==> src/rtl/cnn_sched.sv <==
// Inference-frame sequencer: launches a frame, tracks stage completions in order,
// waits for the result transmit, and traps ordering faults or stalls into a sticky error.
module cnn_sched #(
  parameter int NUM_STG = 6,
  parameter int TMO_W   = 20,
  parameter int TMO_MAX = 1000000
) (
  input  logic               clk,
  input  logic               rst_n,
  input  logic               go,
  input  logic [NUM_STG-1:0] stg_done,
  input  logic               tx_done,
  input  logic               err_clr,
  output logic               strt,
  output logic               bsy,
  output logic [2:0]         stg,
  output logic               frm_done,
  output logic               abort,
  output logic               err,
  output logic [7:0]         frm_cnt
);

  typedef enum logic [1:0] {S_IDLE, S_RUN, S_DRAIN, S_ERR} state_t;

  localparam logic [TMO_W-1:0] TMO_LAST  = TMO_W'(TMO_MAX - 1);
  localparam logic [2:0]       STG_LAST  = 3'(NUM_STG - 1);
  localparam logic [2:0]       STG_DRAIN = 3'(NUM_STG);

  state_t             state_q, state_d;
  logic               strt_q, strt_d;
  logic               bsy_q, bsy_d;
  logic [2:0]         stg_q, stg_d;
  logic               frm_done_q, frm_done_d;
  logic               abort_q, abort_d;
  logic               err_q, err_d;
  logic [7:0]         frm_cnt_q, frm_cnt_d;
  logic [TMO_W-1:0]   wdog_q, wdog_d;

  logic [NUM_STG-1:0] want;
  logic               hit;
  logic               any_done;
  logic               tmo;

  // Only the exact one-hot bit of the awaited stage counts as an advance.
  assign want     = NUM_STG'(1) << stg_q;
  assign hit      = (stg_done == want);
  assign any_done = |stg_done;
  assign tmo      = (wdog_q == TMO_LAST);

  always_ff @(posedge clk or negedge rst_n) begin
    if (!rst_n) begin
      state_q    <= S_IDLE;
      strt_q     <= 1'b0;
      bsy_q      <= 1'b0;
      stg_q      <= 3'd0;
      frm_done_q <= 1'b0;
      abort_q    <= 1'b0;
      err_q      <= 1'b0;
      frm_cnt_q  <= 8'd0;
      wdog_q     <= '0;
    end else begin
      state_q    <= state_d;
      strt_q     <= strt_d;
      bsy_q      <= bsy_d;
      stg_q      <= stg_d;
      frm_done_q <= frm_done_d;
      abort_q    <= abort_d;
      err_q      <= err_d;
      frm_cnt_q  <= frm_cnt_d;
      wdog_q     <= wdog_d;
    end
  end

  always_comb begin
    state_d    = state_q;
    strt_d     = 1'b0;
    bsy_d      = bsy_q;
    stg_d      = stg_q;
    frm_done_d = 1'b0;
    abort_d    = 1'b0;
    err_d      = err_q;
    frm_cnt_d  = frm_cnt_q;
    wdog_d     = wdog_q;

    unique case (state_q)
      S_IDLE: begin
        wdog_d = '0;
        // A go coinciding with the frame-done pulse waits one cycle.
        if (go && !frm_done_q) begin
          state_d = S_RUN;
          strt_d  = 1'b1;
          bsy_d   = 1'b1;
          stg_d   = 3'd0;
        end
      end

      S_RUN: begin
        if (any_done && !hit) begin
          state_d = S_ERR;
          abort_d = 1'b1;
          err_d   = 1'b1;
          wdog_d  = '0;
        end else if (hit) begin
          wdog_d = '0;
          if (stg_q == STG_LAST) begin
            state_d = S_DRAIN;
            stg_d   = STG_DRAIN;
          end else begin
            stg_d = stg_q + 3'd1;
          end
        end else if (tmo) begin
          state_d = S_ERR;
          abort_d = 1'b1;
          err_d   = 1'b1;
          wdog_d  = '0;
        end else begin
          wdog_d = wdog_q + 1'b1;
        end
      end

      S_DRAIN: begin
        if (any_done || (!tx_done && tmo)) begin
          state_d = S_ERR;
          abort_d = 1'b1;
          err_d   = 1'b1;
          wdog_d  = '0;
        end else if (tx_done) begin
          state_d    = S_IDLE;
          frm_done_d = 1'b1;
          bsy_d      = 1'b0;
          stg_d      = 3'd0;
          frm_cnt_d  = frm_cnt_q + 8'd1;
          wdog_d     = '0;
        end else begin
          wdog_d = wdog_q + 1'b1;
        end
      end

      S_ERR: begin
        wdog_d = '0;
        if (err_clr) begin
          state_d = S_IDLE;
          err_d   = 1'b0;
          bsy_d   = 1'b0;
          stg_d   = 3'd0;
        end
      end

      default: state_d = S_IDLE;
    endcase
  end

  assign strt     = strt_q;
  assign bsy      = bsy_q;
  assign stg      = stg_q;
  assign frm_done = frm_done_q;
  assign abort    = abort_q;
  assign err      = err_q;
  assign frm_cnt  = frm_cnt_q;

endmodule

==> config.mk <==
export PLATFORM = sky130hd
export DESIGN_NAME = cnn_sched
export DESIGN_NICKNAME = d
export VERILOG_FILES = /design/src/rtl/cnn_sched.sv
export SDC_FILE = /design/constraint.sdc
export NUM_CORES = 1
export LEC_CHECK = 0
export CAP_MARGIN = 10
export CORE_MARGIN = 3
export CORE_UTILIZATION = 59
export CTS_CLUSTER_DIAMETER = 80
export DETAILED_ROUTE_END_ITERATION = 16
export PLACE_DENSITY = 0.84
export SLEW_MARGIN = 20
export SYNTH_ARGS = -nofsm -noshare
export SYNTH_HDL_FRONTEND = slang
export SYNTH_SLANG_ARGS = --single-unit
==> constraint.sdc <==
create_clock -name clk -period 4.8 [get_ports clk]
set_input_delay 0.96 -clock clk [delete_from_list [all_inputs] [get_ports clk]]
set_output_delay 0.96 -clock clk [all_outputs]
set_load 0.01 [all_outputs]
==> flow_summary.ini, run 1 <==
[yosys]
synth-xor-area-share_pct = 10.6
synth-simple-area-share_pct = 21.7
synth_fa_ha_area_share_pct = 6.42
synth_edf_count = 0
synth_top_family_by_area = simple AND/OR/NAND/NOR gates
yosysUniqueCellTypes = 46
syn_nets = 245
synth_compound_area_share_pct = 11.7
yosysWarnings = 0
synthFlopType = dfrtp_1
syn_area_per_cell_um2 = 9.61
yosysSeqAreaShare_pct = 44.4
ys_seq_elements = 38
synth_area_um2 = 2140
syn_inst = 223
synthMuxAreaShare_pct = 1.17
async_flop_share_pct = 100

[sta]
clock_skew_ns = 0.0109
period_share_pct = 59.4
finalSetupTns_ns = 0
layout_setup_ws_ns = 1.95
fmax_mhz = 351
fin_crit_ns = 2.85
final-hold-violation-count = 0
slew_headroom_pct = 47.6
drv_slew = 0
rsz0062_at_grt = false
setup_viol = 0
hold_slack_ns = 0.470
tightest_slew_ns = 0.786

[grt]
antenna_found_initial = 0
grt.total_usage_pct = 21.2
grt_pass1_wl_mm = 7.16
grt_overflow = 0
grt_start_max_net_pins = 39
grt_pass1_vias = 1624

[clocking]
post-cts-setup-buffer-count = 0
clk_pin_slew_ns = 0.12
cts_resized = 0
htreeDepth = 2
clock-root-buffer = clkbuf_4
cts_buffer_depth = 2
cts_buffers = 5
clkLatencyLatePin_ns = 0.34
cts_tree = done
postCtsHoldBufs = 0
clock-sinks = 38

[pwr]
clkPwrFrac_pct = 29.3
p_seq_share_pct = 40.2
irDropWorstVdd_v = 0.000213
powerDensity_nw_per_um2 = 358
switchingPower_uw = 276
pwr-share-comb_pct = 30.5
p_leak_uw = 0.00106
p_sw_share_pct = 30.3
internal-power_uw = 635

[cells_and_area]
layout_commonest_cell = dfrtp_1
area_growth_pct = 18.7
nNetsFinal = 274
fin_util_pct = 74.5
fin_cells = 299
n_antenna_cell = 0
final_cell_mix = dfrtp_1 (38), nor2_1 (35), clkdlybuf4s50_1 (25)
drive_above_1_share_pct = 8.70

[drt]
drc = 0
vias_per_cell = 5.45
wl_per_cell_um = 13.6
initialDrtViolationCount = 192
ant_nets = 0
drtPass1Iterations = 4
finalWirelength_mm = 4.08
vias = 1630

[critical_path]
critPathCaptureType = register
worstSetupPathType = in -> reg
path_max_fanout = 20
cp-start-kind = input pin
cp_data_required_time_ns = 5.01
cp.arrival_ns = 3.06

[placement]
dp_hpwl_mm = 3.09
io_buffer_count = 26
gp_congestion = 0.818
dp_cells = 291
post-place-ws_ns = 1.60

[die]
coreArea_um2 = 3420
num_rows = 21
die_h_um = 66.3
ios = 27
initial_core_util_pct = 62.7
dieArea_um2 = 4390
die_w_um = 66.3

[hold_path]
hp-class = reg -> reg

[status]
status = completed

[job]
drv_cap = 0
[cell type report]
type	instances	area [µm²]
Multi-Input combinational cell	163	1110
Sequential cell	38	951
Fill cell	250	872
Timing Repair Buffer	26	255
Clock inverter	3	68.8
Inverter	18	67.6
Tap cell	46	57.6
Clock buffer	5	37.5
[power groups by stage]
stage	logic, µW	registers (µW)	clock network, µW
6_report	277	366	267
5_1_grt	305	372	288
4_1_cts	273	366	276
3_5_place_dp	271	373	0
3_3_place_gp	265	371	0
2_1_floorplan	176	376	0
[worst paths after layout]
path | start | endpoint | slack [ns] | depth (start not counted)
min | wdog_q[0] | wdog_q[0] | 0.47 | 1
min reg2reg | wdog_q[0] | wdog_q[0] | 0.47 | 1
max in group asynchronous | rst_n | wdog_q[12] | 3.61 | 1
min in group asynchronous | rst_n | bsy | 0.68 | 1
max | stg_done[4] | wdog_q[7] | 1.95 | 7
max reg2reg | stg[1] | wdog_q[7] | 2.30 | 8
[state kept, by name (all words and copies together) (netlist names)]
register	count
strt	1
state_q	2
abort	1
frm_cnt	8
bsy	1
stg	3
wdog_q	20
err	1
frm_done	1
[cell families after synthesis]
logic type / after synthesis
and+or+nand+nor: 93
adders and majority gates: 11
muxes: 2
AOI/OAI and AO/OA: 31
DFF: 38
xor gates and xnor gates: 26
buffers and inverters: 22
[cell usage after synthesis, types with 2 or more instances]
| master | count | area, µm² |
|---|---|---|
| inv_1 | 18 | 67.6 |
| nor3_1 | 4 | 20.0 |
| o2bb2ai_1 | 2 | 17.5 |
| nand3_1 | 14 | 70.1 |
| or2b_2 | 2 | 17.5 |
| nand2_1 | 18 | 67.6 |
| nand4_1 | 3 | 18.8 |
| a21o_1 | 2 | 15.0 |
| buf_2 | 3 | 15.0 |
| and4b_1 | 2 | 20.0 |
| o31a_2 | 2 | 20.0 |
| o41ai_1 | 2 | 17.5 |
| o21ai_0 | 5 | 25.0 |
| nor2_1 | 35 | 131 |
| ha_1 | 11 | 138 |
| xnor2_1 | 14 | 123 |
| a21oi_1 | 5 | 25.0 |
| xor2_1 | 12 | 105 |
| dfrtp_1 | 38 | 951 |
| or3_1 | 4 | 25.0 |
| a211oi_1 | 2 | 15.0 |
[per-layer routing]
metal / up-vias / share of wire, % / global-route usage (%)
li1: 821 / - / -
met1: 769 / 45 / 27.6
met2: 32 / 49 / 33.6
met3: 8 / 4.1 / 4.76
met4: 0 / 1.7 / 9.14
met5: - / 0 / 0
[critical path: stages]
cell and delay [ns]:
clkdlybuf4s50_1 0.44, or2b_2 0.32, o21ai_0 0.08, nand3_1 0.19, o31ai_1 0.37, a21o_1 0.55
nor2_1 0.14
[metrics by stage]
stage | cell area, µm² | power (µW)
floorplan | 2140 | 552
global placement | 2440 | 636
detailed placement | 2440 | 645
CTS | 2540 | 916
global route | 2540 | 965
finish | 2540 | 911
(Power assumes the default switching activity.)
==> run 2, diff against run 1 <==
--- a/config.mk
+++ b/config.mk
@@ -7,10 +7,10 @@
 export LEC_CHECK = 0
 export CAP_MARGIN = 10
 export CORE_MARGIN = 3
-export CORE_UTILIZATION = 59
+export CORE_UTILIZATION = 55
 export CTS_CLUSTER_DIAMETER = 80
 export DETAILED_ROUTE_END_ITERATION = 16
-export PLACE_DENSITY = 0.84
+export PLACE_DENSITY = 0.79
 export SLEW_MARGIN = 20
 export SYNTH_ARGS = -nofsm -noshare
 export SYNTH_HDL_FRONTEND = slang
==> constraint.sdc (replaced) <==
create_clock -name clk -period 2.8 [get_ports clk]
set_input_delay 0.56 -clock clk [delete_from_list [all_inputs] [get_ports clk]]
set_output_delay 0.56 -clock clk [all_outputs]
set_load 0.01 [all_outputs]
==> run 2 against run 1 <==
Compared with the run above:
- register-to-register slack lost 1.8 ns
- critical path depth is the same
- final cell count grew 1.3%
- design area grew 1.3%
- setup slack lost 1.5 ns
- first-iteration DRC count shrank 20%
- sequential cell count is the same
- sequential share of layout area shrank 0.47 points
- core utilization shrank 5.1 points
- critical path type unchanged
==> flow_summary.ini, run 2 (synthesis gave the netlist of run 1 again) <==
[status]
status = completed

[drt]
vias_per_cell = 5.32
wl_per_cell_um = 12.9
finalWirelength_mm = 3.90
ant_nets = 0
initialDrtViolationCount = 154
vias = 1612
wl_met1_mm = 1.96
top_layer = met4
drc = 0
wl_met2_mm = 1.74
wl_met3_um = 136
drtPass1Iterations = 4

[sta]
final-hold-violation-count = 0
drv_slew = 0
setup_viol = 0
slew_headroom_pct = 46.2
rsz0062_at_grt = false
period_share_pct = 84.4
layout_setup_ws_ns = 0.437
tightest_slew_ns = 0.807
clock_skew_ns = 0.00973
finalSetupTns_ns = 0
fin_crit_ns = 2.36
fmax_mhz = 423

[grt]
grt_overflow = 0
antenna_found_initial = 0
grt_start_max_net_pins = 39
grt_pass1_vias = 1534
grt_pass1_wl_mm = 6.62
grt.total_usage_pct = 19.0

[clocking]
cts_buffers = 5
clkLatencyLatePin_ns = 0.30
cts_tree = done
clock-root-buffer = clkbuf_8
cts_resized = 0
post-cts-setup-buffer-count = 0
clock-sinks = 38
cts_buffer_depth = 2
htreeDepth = 2
clk_pin_slew_ns = 0.08
postCtsHoldBufs = 0

[die]
num_rows = 22
coreArea_um2 = 3720
initial_core_util_pct = 57.7
die_h_um = 68.4
dieArea_um2 = 4680
die_w_um = 68.4
ios = 27

[placement]
post-place-ws_ns = 0.143
dp_hpwl_mm = 2.86
io_buffer_count = 26
postPlaceCellArea_um2 = 2470
gp_congestion = 0.842
dp_cells = 295

[cells_and_area]
final_area_um2 = 2580
area_growth_pct = 20.2
nNetsFinal = 276
final_cell_mix = dfrtp_1 (38), nor2_1 (35), clkdlybuf4s50_1 (25)
fin_cells = 303
largest_reg_flops = 20
regMostFlops = wdog_q
drive_above_1_share_pct = 9.41
layout_commonest_cell = dfrtp_1
n_antenna_cell = 0

[critical_path]
r2r_cells = 8
r2r-start = stg[0]
cp-start-kind = input pin
path_max_fanout = 6
cp-endpoint = state_q[0]
crit_start = stg_done[2]
worstSetupPathType = in -> reg
cp.arrival_ns = 2.55
r2r_slack_ns = 0.46
critPathCaptureType = register
cp_data_required_time_ns = 2.99
timing.rr.end = state_q[0]

[pwr]
total_power_uw = 1570
irDropWorstVdd_v = 0.000375
p_leak_uw = 0.00107
powerDensity_nw_per_um2 = 608

[job]
drv_cap = 0

[hold_path]
hp-class = in -> async
==> run 2: changes by cell type in the layout (fill, tap and decap cells not counted), sizes merged <==
cell	before	now
buf	1	3
clkinv	1	2
bufinv	2	1
==> run 2: how the worst min path moves through the flow <==
| stage | from | end | slack (ns) | cells after the start |
|---|---|---|---|---|
| 3_5_place_dp | wdog_q[0] | wdog_q[0] | 0.45 | 1 |
| 4_1_cts | rst_n | bsy | 0.38 | 1 |
| 5_1_grt | rst_n | bsy | 0.41 | 1 |
| 6_report | rst_n | bsy | 0.34 | 1 |
| 3_3_place_gp | wdog_q[0] | wdog_q[0] | 0.45 | 1 |
| 2_1_floorplan | rst_n | abort | 0.26 | 0 |
==> run 2: layout make-up <==
cell class	count	area, µm²
flip-flops and latches	38	951
clock inverters	3	40.0
fillers	299	1140
inverters	18	67.6
clock buffers	5	68.8
well taps	48	60.1
multi-input cells	163	1110
repair buffers	28	283
==> run 2: through the flow <==
stage / hold WS, ns / utilization (%)
finish: 0.344 / 69.3
detailed placement: 0.455 / 66.4
global route: 0.408 / 69.3
floorplan: 0.264 / -
global placement: 0.453 / 66.4
CTS: 0.385 / 69.3
==> run 2: power by group <==
group | internal [µW] | switching, µW | total (µW)
clock network | 262 | 197 | 459
logic | 226 | 254 | 480
registers | 594 | 33.5 | 627
total | 1080 | 485 | 1570
==> run 2: worst max-delay path, stage by stage <==
cell             delay [ns]
clkdlybuf4s50_1        0.44
or4_4                  0.57
nor3_4                 0.23
o21ai_4                0.15
o31ai_4                0.21
a21oi_2                0.07
mux2_4                 0.31
==> run 2: layer usage <==
metal | GRT usage [%] | up-vias
li1 | - | 816
met1 | 25.3 | 768
met2 | 29.6 | 21
met3 | 4.43 | 7
met4 | 8.19 | 0
met5 | 0 | -
==> RTL edit (flow settings as in run 2) <==
The parameter `TMO_W` goes from 20 to 28.
--- a/src/rtl/cnn_sched.sv
+++ b/src/rtl/cnn_sched.sv
@@ -3,5 +3,5 @@
 module cnn_sched #(
   parameter int NUM_STG = 6,
-  parameter int TMO_W   = 20,
+  parameter int TMO_W   = 28,
   parameter int TMO_MAX = 1000000
 ) (
Function: same outputs for any inputs over 10 cycles, from zero or initial values and one cycle with rst_n low; that may be too few to reach the edited logic, so the function may still have changed.
==> RTL edit against run 2 <==
Total power rose by 0.17%; synthesized cell count rose by 15%; final cell count rose by 12%; area after synthesis rose by 22%; routed wire length rose by 23%; worst setup slack improved by 0.065 ns; hold slack got worse by 0.11 ns; sequential cell count rose by 8; sequential power rose by 19%; cell area rose by 17%; clock skew rose by 0.0032 ns; highest routed layer unchanged.
==> RTL edit: results (changes against run 2) <==
[outcome]
outcome=completed

[finish]
drive_above_1_share_pct=8.681  ; -0.73 points
nNetsFinal=309  ; +12%
largest_register_ffs=28  ; +40%

[synth]
synth-xor-area-share_pct=12.08  ; +1.5 points
synth_common_cells=dfrtp_1 (46), nor2_1 (39), nand2_1 (21), xnor2_1 (18), xor2_1 (18)
synth_cell_type_count=49  ; +6.5%
yosysSeqAreaShare_pct=44.10  ; -0.26 points
synth_area_leaders=dfrtp_1 (44%), xnor2_1 (6.0%), xor2_1 (6.0%)
syn_nets=279  ; +14%
muxShareOfSynthArea_pct=0.4314  ; -0.74 points

[grt]
grtUsageTotal_pct=19.13  ; +0.10 points
grtUsageMet3_pct=4.139  ; -0.29 points
use_met1_pct=25.32  ; +0.058 points
grt_pass1_vias=1841  ; +20%
met2_usage_pct=31.43  ; +1.9 points
grt_max_degree=47  ; +21%
grt_pass1_wl_um=8273  ; +25%

[route]
drt-total-wl_um=4782  ; +23%
wl_met2_um=2349  ; +35%
drt-initial-drc-count=96  ; -38%
vias_per_cell=5.597  ; +5.2%

[timing]
setup_tns_ns=0  ; unchanged
layout_setup_ws_ns=0.5017  ; +0.06480 ns
finClkSkew_ns=0.01298  ; +0.003249 ns

[place]
routabilityCongestion=0.8375  ; -0.49%
place_area_um2=2915  ; +18%
place_hpwl_um=3560  ; +25%

[setup_path]
arrival_ns=2.50  ; -0.05 ns
rrSetupSlack_ns=0.50  ; +0.04 ns
crit_start=stg[0]$_DFFE_PN0P_
endpoint=stg[1]$_DFFE_PN0P_

[power]
p_leak_nw=1.259  ; +17%
peakVddDrop_mv=0.3329  ; -11%

[clock_tree]
clk_pin_slew_ns=0.10  ; +0.02 ns

RTL edit: changes by cell type after synthesis, sizes merged, moves of 6 or more:
cell,before,now
inv,18,11
xor2,12,18
and3,1,9
nor4,1,7
dfrtp,38,46
RTL edit: critical path, cell delays in order (launching register included):
cell and delay, ns:
dfrtp_1 0.45, ha_1 0.22, ha_1 0.20, xnor2_1 0.15, o21ai_1 0.12, a2111oi_4 0.41
and2_1 0.21, o21ai_0 0.15, a22o_1 0.28
RTL edit: logic make-up after synthesis:
family / count (synthesis)
and+or+nand+nor: 117
DFF: 46
xor gates and xnor gates: 36
adders and majority gates: 11
buffers and inverters: 15
muxes: 1
AOI/OAI and AO/OA: 31
RTL edit: final cells by class:
| type | instances | area (um^2) |
|---|---|---|
| fill | 359 | 1464 |
| timing repair buffer | 27 | 277.8 |
| tap | 52 | 65.06 |
| inverter | 11 | 41.29 |
| multi-input combinational | 196 | 1383 |
| clock buffer | 5 | 68.82 |
| sequential | 46 | 1151 |
| clock inverter | 3 | 23.77 |
RTL edit: metrics by stage:
step | std cells | hold slack (ns)
2_1_floorplan | 257 | 0.2644
3_3_place_gp | 332 | 0.4392
3_5_place_dp | 332 | 0.4431
4_1_cts | 340 | 0.4526
5_1_grt | 340 | 0.2795
6_report | 340 | 0.2330
RTL edit: where the power goes:
group | switching [mW] | internal, mW | leakage, nW
Combinational | 0.225 | 0.185 | 0.587
Clock | 0.235 | 0.179 | 0.0408
Sequential | 0.0379 | 0.707 | 0.630
Total | 0.498 | 1.07 | 1.26
